===== src/rtl/i3c_daa_master_pkg.sv =====
// Shared definitions for the ENTDAA controller engine: state encodings,
// error codes and the reserved-address rule used by the pool allocator.
package i3c_daa_master_pkg;

   typedef enum logic [2:0] {
      DAAM_IDLE     = 3'd0,
      DAAM_WAIT_HDR = 3'd1,
      DAAM_ID       = 3'd2,
      DAAM_DA       = 3'd3,
      DAAM_ACK      = 3'd4,
      DAAM_DONE     = 3'd5
   } daam_state_e;

   localparam logic [1:0] DAAM_ERR_NONE = 2'b00;
   localparam logic [1:0] DAAM_ERR_NACK = 2'b01;
   localparam logic [1:0] DAAM_ERR_POOL = 2'b10;

   // Highest address the pool may hand out; anything above is exhausted.
   localparam logic [7:0] DAAM_ADDR_TOP = 8'h7D;

   function automatic logic daam_is_reserved(input logic [6:0] a);
      return (a < 7'h08) || (a == 7'h3E) || (a == 7'h5E) || (a == 7'h6E) ||
             (a == 7'h76) || (a == 7'h7A) || (a == 7'h7C) || (a == 7'h7E) ||
             (a == 7'h7F);
   endfunction

endpackage


===== src/rtl/i3c_daa_addr_alloc.sv =====
// Combinational dynamic-address search: first non-reserved address >= cand,
// with an exhausted flag when the result leaves the usable pool.
module i3c_daa_addr_alloc
   import i3c_daa_master_pkg::*;
(
   input  logic [7:0] cand,
   output logic [6:0] addr,
   output logic       exhausted
);

   logic [7:0] c0, c1, c2;

   // Reserved values in the usable range never come in runs longer than two.
   always_comb begin
      c0 = (cand < 8'h08) ? 8'h08 : cand;
      c1 = c0;
      if (!c0[7] && daam_is_reserved(c0[6:0])) c1 = c0 + 8'd1;
      c2 = c1;
      if (!c1[7] && daam_is_reserved(c1[6:0])) c2 = c1 + 8'd1;
      addr      = c2[6:0];
      exhausted = (c2 > DAAM_ADDR_TOP);
   end

endmodule


===== src/rtl/i3c_daa_master.sv =====
// Controller-side ENTDAA round sequencer: header request, ID capture, DA drive
// with odd parity, ACK sampling. Macro I3C_DAA_MSTR_FULLID_EN keeps the full 64-bit ID.
// SDA handshake: sda_oe/sda_out are registered on the rising edge and launched
// by the bus engine at the following falling edge; sda_in is the rising-edge sample.
module i3c_daa_master
   import i3c_daa_master_pkg::*;
#(
   parameter int unsigned MAX_NACK = 3,
   parameter logic [6:0]  ADDR_MIN = 7'h08
) (
   input  logic        clk_SCL,
   input  logic        RSTn,
   input  logic        daa_start,
   input  logic        daa_abort,
   input  logic [6:0]  da_base,
   input  logic        hdr_valid,
   input  logic        hdr_ack,
   input  logic        sda_in,
   output logic        sda_oe,
   output logic        sda_out,
   output logic        need_sr,
   output logic        need_stop,
   output logic        daa_busy,
   output logic        res_valid,
   output logic [63:0] res_id,
   output logic [6:0]  res_da,
   output logic [6:0]  dev_cnt,
   output logic        daa_err,
   output logic [1:0]  err_cause,
   output logic [2:0]  dbg_state
);

`ifdef I3C_DAA_MSTR_FULLID_EN
   localparam int ID_W = 64;
`else
   localparam int ID_W = 16;
`endif

   daam_state_e     state_q, state_d;
   logic [5:0]      bit_cnt_q, bit_cnt_d;
   logic [ID_W-1:0] id_q, id_d, res_id_q, res_id_d;
   logic [6:0]      next_da_q, next_da_d, res_da_q, res_da_d;
   logic [6:0]      dev_q, dev_d;
   logic [2:0]      nack_q, nack_d;
   logic [3:0]      nack_inc;
   logic            err_q, err_d, oe_q, oe_d, out_q, out_d, rv_q, rv_d;
   logic [1:0]      cause_q, cause_d;
   logic [6:0]      base_eff, alloc_addr;
   logic [7:0]      alloc_cand;
   logic            alloc_exh;

   assign base_eff   = (da_base < ADDR_MIN) ? ADDR_MIN : da_base;
   assign alloc_cand = (state_q == DAAM_IDLE) ? {1'b0, base_eff} : ({1'b0, next_da_q} + 8'd1);
   assign nack_inc   = {1'b0, nack_q} + 4'd1;

   i3c_daa_addr_alloc u_alloc (
      .cand      (alloc_cand),
      .addr      (alloc_addr),
      .exhausted (alloc_exh)
   );

   always_comb begin
      state_d   = state_q;
      bit_cnt_d = bit_cnt_q;
      id_d      = id_q;
      next_da_d = next_da_q;
      dev_d     = dev_q;
      nack_d    = nack_q;
      err_d     = err_q;
      cause_d   = cause_q;
      oe_d      = oe_q;
      out_d     = out_q;
      rv_d      = 1'b0;
      res_id_d  = res_id_q;
      res_da_d  = res_da_q;
      if (daa_abort) begin
         state_d = DAAM_IDLE;
         oe_d    = 1'b0;
      end else begin
         case (state_q)
            DAAM_IDLE: if (daa_start) begin
               next_da_d = alloc_addr;
               dev_d     = 7'd0;
               nack_d    = 3'd0;
               err_d     = 1'b0;
               cause_d   = DAAM_ERR_NONE;
               if (alloc_exh) begin
                  state_d = DAAM_DONE;
                  err_d   = 1'b1;
                  cause_d = DAAM_ERR_POOL;
               end else begin
                  state_d = DAAM_WAIT_HDR;
               end
            end
            DAAM_WAIT_HDR: if (hdr_valid) begin
               state_d   = hdr_ack ? DAAM_ID : DAAM_DONE;
               bit_cnt_d = 6'd63;
            end
            DAAM_ID: begin
               // Shifting all 64 bits through a narrower register keeps BCR/DCR.
               id_d = {id_q[ID_W-2:0], sda_in};
               oe_d = 1'b0;
               if (bit_cnt_q == 6'd0) begin
                  state_d = DAAM_DA;
                  oe_d    = 1'b1;
                  out_d   = next_da_q[6];
               end else begin
                  bit_cnt_d = bit_cnt_q - 6'd1;
               end
            end
            DAAM_DA: begin
               if (bit_cnt_q < 6'd6) begin
                  out_d     = next_da_q[3'd5 - bit_cnt_q[2:0]];
                  bit_cnt_d = bit_cnt_q + 6'd1;
               end else if (bit_cnt_q == 6'd6) begin
                  out_d     = ~^next_da_q;
                  bit_cnt_d = bit_cnt_q + 6'd1;
               end else begin
                  oe_d    = 1'b0;
                  out_d   = 1'b0;
                  state_d = DAAM_ACK;
               end
            end
            DAAM_ACK: begin
               if (!sda_in) begin
                  rv_d      = 1'b1;
                  res_id_d  = id_q;
                  res_da_d  = next_da_q;
                  nack_d    = 3'd0;
                  next_da_d = alloc_addr;
                  if (dev_q != 7'h7F) dev_d = dev_q + 7'd1;
                  if (alloc_exh) begin
                     state_d = DAAM_DONE;
                     err_d   = 1'b1;
                     cause_d = DAAM_ERR_POOL;
                  end else begin
                     state_d = DAAM_WAIT_HDR;
                  end
               end else begin
                  nack_d = nack_inc[2:0];
                  if (nack_inc >= 4'(MAX_NACK)) begin
                     state_d = DAAM_DONE;
                     err_d   = 1'b1;
                     cause_d = DAAM_ERR_NACK;
                  end else begin
                     state_d = DAAM_WAIT_HDR;
                  end
               end
            end
            DAAM_DONE: state_d = DAAM_IDLE;
            default:   state_d = DAAM_IDLE;
         endcase
      end
   end

   always_ff @(posedge clk_SCL or negedge RSTn) begin
      if (!RSTn) begin
         state_q   <= DAAM_IDLE;
         bit_cnt_q <= '0;
         id_q      <= '0;
         next_da_q <= '0;
         dev_q     <= '0;
         nack_q    <= '0;
         err_q     <= 1'b0;
         cause_q   <= '0;
         oe_q      <= 1'b0;
         out_q     <= 1'b0;
         rv_q      <= 1'b0;
         res_id_q  <= '0;
         res_da_q  <= '0;
      end else begin
         state_q   <= state_d;
         bit_cnt_q <= bit_cnt_d;
         id_q      <= id_d;
         next_da_q <= next_da_d;
         dev_q     <= dev_d;
         nack_q    <= nack_d;
         err_q     <= err_d;
         cause_q   <= cause_d;
         oe_q      <= oe_d;
         out_q     <= out_d;
         rv_q      <= rv_d;
         res_id_q  <= res_id_d;
         res_da_q  <= res_da_d;
      end
   end

   assign sda_oe    = oe_q;
   assign sda_out   = out_q;
   assign need_sr   = (state_q == DAAM_WAIT_HDR);
   assign need_stop = (state_q == DAAM_DONE);
   assign daa_busy  = (state_q != DAAM_IDLE);
   assign res_valid = rv_q;
   assign res_id    = 64'(res_id_q);
   assign res_da    = res_da_q;
   assign dev_cnt   = dev_q;
   assign daa_err   = err_q;
   assign err_cause = cause_q;
   assign dbg_state = state_q;

endmodule


===== config.mk =====
export PLATFORM = sky130hd
export DESIGN_NAME = i3c_daa_master
export DESIGN_NICKNAME = d
export VERILOG_FILES = /design/src/rtl/i3c_daa_master_pkg.sv /design/src/rtl/i3c_daa_addr_alloc.sv /design/src/rtl/i3c_daa_master.sv
export SDC_FILE = /design/constraint.sdc
export NUM_CORES = 1
export LEC_CHECK = 0
export CELL_PAD_IN_SITES_DETAIL_PLACEMENT = 0
export CELL_PAD_IN_SITES_GLOBAL_PLACEMENT = 1
export CORE_MARGIN = 1.5
export CORE_UTILIZATION = 40
export CTS_CLUSTER_SIZE = 25
export DETAILED_ROUTE_END_ITERATION = 6
export HOLD_SLACK_MARGIN = 0.08
export PLACE_DENSITY = 0.92
export SETUP_SLACK_MARGIN = 0.15
export SLEW_MARGIN = 30
export SYNTH_ARGS = -nofsm -noshare
export SYNTH_HDL_FRONTEND = slang
export SYNTH_HIERARCHICAL = 1
export SYNTH_SLANG_ARGS = --single-unit

===== constraint.sdc =====
create_clock -name clk_SCL -period 6.9 [get_ports clk_SCL]
set_input_delay 0.69 -clock clk_SCL [delete_from_list [all_inputs] [get_ports clk_SCL]]
set_output_delay 0.69 -clock clk_SCL [all_outputs]
set_load 0.03 [all_outputs]

==> impl_metrics.yaml <==
critical_path:
  arrival_ns: 6.54
  end_kind: "flip-flop"
  cp.required_ns: 7.12
  path_max_fanout: 12
  critPathLaunchType: "flip-flop"
  reg2reg_depth: 22
  r2r_setup_slack_ns: 0.58
  r2r_start: "dbg_state[1]$_DFFE_PN0P_"
  critPathKind: "flip-flop to flip-flop"
  timing.rr.end: "err_cause[1]$_DFFE_PN0P_"
clock_tree:
  ctsHoldBuffers: 0
  numCtsBuffers: 9
  clock_latency_ns: 0.34
  cts_tree: "yes"
  clk_path_buf_depth: 2
  cts_sinks: 71
  clockRootBuffer: "clkbuf_16"
  cts_max_level: 3
  clk_pin_slew_ns: 0.06
finish:
  seq_area_mm2: 0.00178
  nNetsFinal: 567
  diodes: 0
  layout-drive-gt1-share_pct: 18.7
  area_growth_pct: 16.9
  multi_input_area_mm2: 0.00271
  fillers: 1081
  utilization_pct: 48.5
  fin_cells: 683
sta:
  max_freq_mhz: 158
  hold_slack_ns: 0.466
  slew_headroom_pct: 50.4
  fin_crit_sh_pct: 91.6
  rsz0062_at_grt: "false"
  drv_slew: 0
  layout_min_cycle_time_ns: 6.32
  tns_ns: 0
  tightestPinTransition_ns: 0.741
  finalHoldViolations: 0
  skew_ns: 0.00636
  finalSetupViolations: 0
floorplanning:
  ios: 104
  initial_core_util_pct: 41.5
  coreArea_mm2: 0.0116
  fp.dieW_um: 113
  die-height_um: 113
  dieArea_mm2: 0.0127
  rows: 39
global_routing:
  track_usage_pct: 17.0
  antenna_found_initial: 0
  grt.overflow.total: 0
  grt_max_degree: 72
  grt_first_pass_wirelength_um: 17400
  grt_pass1_vias: 3497
route:
  drc_errors: 7
  final_antenna_net_count: 0
  wl_per_cell_um: 15.4
  drt_wl_total_um: 10500
  vias: 3612
  vias_per_cell: 5.29
  firstDrtPassIters: 7
  first_iter_violations: 268
placement:
  place_congestion: 0.808
  place_inst: 667
  portBuffers: 55
  place_hpwl_um: 7830
flow_run:
  cap_violations: 0
synth:
  synth_top_area_share_pct: 37.0
  async_flop_share_pct: 100
  synth_cell_types: 71
  synth.most_common_cell: "dfrtp_1"
  synth_common_cells: "dfrtp_1 (71), buf_4 (50), mux2_2 (47)"
  synthFlopType: "dfrtp_1"
  synth-warning-count: 6
  yosys.area.top_type: "dfrtp_1"
  yosys_register_bits: 71
  syn_avg_cell_area_um2: 9.98
  syn-cell-area_mm2: 0.00480
  yosysSeqAreaShare_pct: 37.0
  syn_inst: 481
  ys_top_cells_by_area: "dfrtp_1 (37%), mux2_2 (11%), buf_4 (7.8%)"
  synth_edf_count: 0
power:
  total_power_mw: 1.86
  powerDensity_mw_per_mm2: 332
  vdd_drop_max_mv: 0.153
  power.leakage_nw: 2.48
min_path:
  min_path_type: "input port to async pin"
status:
  status: "complete, but fails checks"
  violations: "DRC"
flip-flops by register name, indices dropped and copies added, names as in the netlist:
register,flops
bit_cnt_q,6
daa_err,1
dbg_state,3
dev_cnt,7
err_cause,2
id_q,16
nack_q,3
next_da_q,7
res_da,7
res_id_q,16
res_valid,1
sda_oe,1
sda_out,1
worst max-delay path, cell delays in order (launching register included):
cell and delay [ns]:
dfrtp_1 0.50, inv_1 0.21, nand3_2 0.23, and4_1 0.36, or4_4 0.55, nand2b_4 0.17, nand2_1 0.19, ha_1 0.29
o21ai_1 0.16, a211o_1 0.34, a21oi_2 0.26, xor2_2 0.32, ha_1 0.26, inv_1 0.08, or4_1 0.54, o2bb2ai_2 0.21
a311oi_4 0.08, o21ai_0 0.25, nand4b_1 0.13, o21ai_1 0.27, o22ai_1 0.14, a21oi_1 0.27, mux2_2 0.37
worst max-delay path by stage:
| stage | cells past startpoint | start | to |
|---|---|---|---|
| after detailed placement | 22 | dbg_state[1]$_DFFE_PN0P_ | err_cause[1]$_DFFE_PN0P_ |
| after global placement | 23 | da_base[4] | err_cause[1]$_DFFE_PN0P_ |
| final | 22 | dbg_state[1]$_DFFE_PN0P_ | err_cause[1]$_DFFE_PN0P_ |
| after CTS | 22 | dbg_state[1]$_DFFE_PN0P_ | err_cause[1]$_DFFE_PN0P_ |
| after floorplan | 25 | dbg_state[0]$_DFFE_PN0P_ | err_cause[0]$_DFFE_PN0P_ |
| after global routing | 22 | dbg_state[1]$_DFFE_PN0P_ | err_cause[1]$_DFFE_PN0P_ |
power breakdown:
part / total (mW) / leakage (nW) / switching [mW] / internal [mW]
Combinational: 0.825 / 1.40 / 0.475 / 0.350
Sequential: 0.588 / 0.946 / 0.101 / 0.487
Clock: 0.450 / 0.140 / 0.198 / 0.252
Total: 1.86 / 2.48 / 0.775 / 1.09
placed cells by master, fill, tap and decap left out, types with 3 or more instances in the layout:
cell type        count
xnor2_1              8
xor2_1              11
nand2b_1             7
or4_1                4
nor3_1               9
conb_1              48
nand2_1             29
a22o_1               3
a21o_1               7
clkdlybuf4s50_1     54
a21oi_1             20
nand4_1              4
nand4b_1             4
nor4_1               3
and2_1               3
clkbuf_16            9
or4_4                3
nor2_1              29
inv_1               13
or3_1                3
ha_1                17
a211oi_1             5
dfrtp_1             71
nand3_1             12
nor3b_1              4
o21ai_0             21
o21ai_1              9
mux2_2              47
buf_4                6
nor2b_1              4
and3_1               8
through the flow:
stage | worst slack (ns) | cell area (µm²)
2_1_floorplan | 0.444 | 4970
3_3_place_gp | 0.655 | 5290
3_5_place_dp | 0.427 | 5300
4_1_cts | 0.392 | 5590
5_1_grt | 0.163 | 5610
6_report | 0.581 | 5610
metal layers:
layer  global-route usage, %  up-vias  wire length [µm]
met5                       0        -                 0
met4                    5.57        0               150
met3                    5.29       16               744
met2                    26.5      116              4850
met1                    22.6     1736              4800
li1                        -     1744                 -
cell families (layout without fill, tap and decap cells):
group	after synthesis	in the layout	share of synthesized area, %
other	1	48	0.0782
DFF	71	71	37.0
adders and majority gates	18	18	4.85
xor gates and xnor gates	20	20	3.65
buffers and inverters	80	92	10.8
and+or+nand+nor	139	139	16.1
muxes	51	51	12.1
AOI/OAI and AO/OA	101	101	15.4
cell type report:
| cell class | count | area share, % |
|---|---|---|
| repair buffers | 62 | 10.7 |
| flip-flops and latches | 71 | 31.7 |
| inverters | 14 | 0.936 |
| clock inverters | 7 | 1.16 |
| clock buffers | 9 | 4.01 |
| well taps | 143 | 3.19 |
| multi-input cells | 377 | 48.3 |
what timing repair did:
| item | 4_1_cts | 5_1_grt |
|---|---|---|
| setup endpoints to repair | 0 | 2 |
| buffers inserted | 0 | 0 |
| gates resized for setup | 0 | 4 |
(Power assumes the default switching activity.)
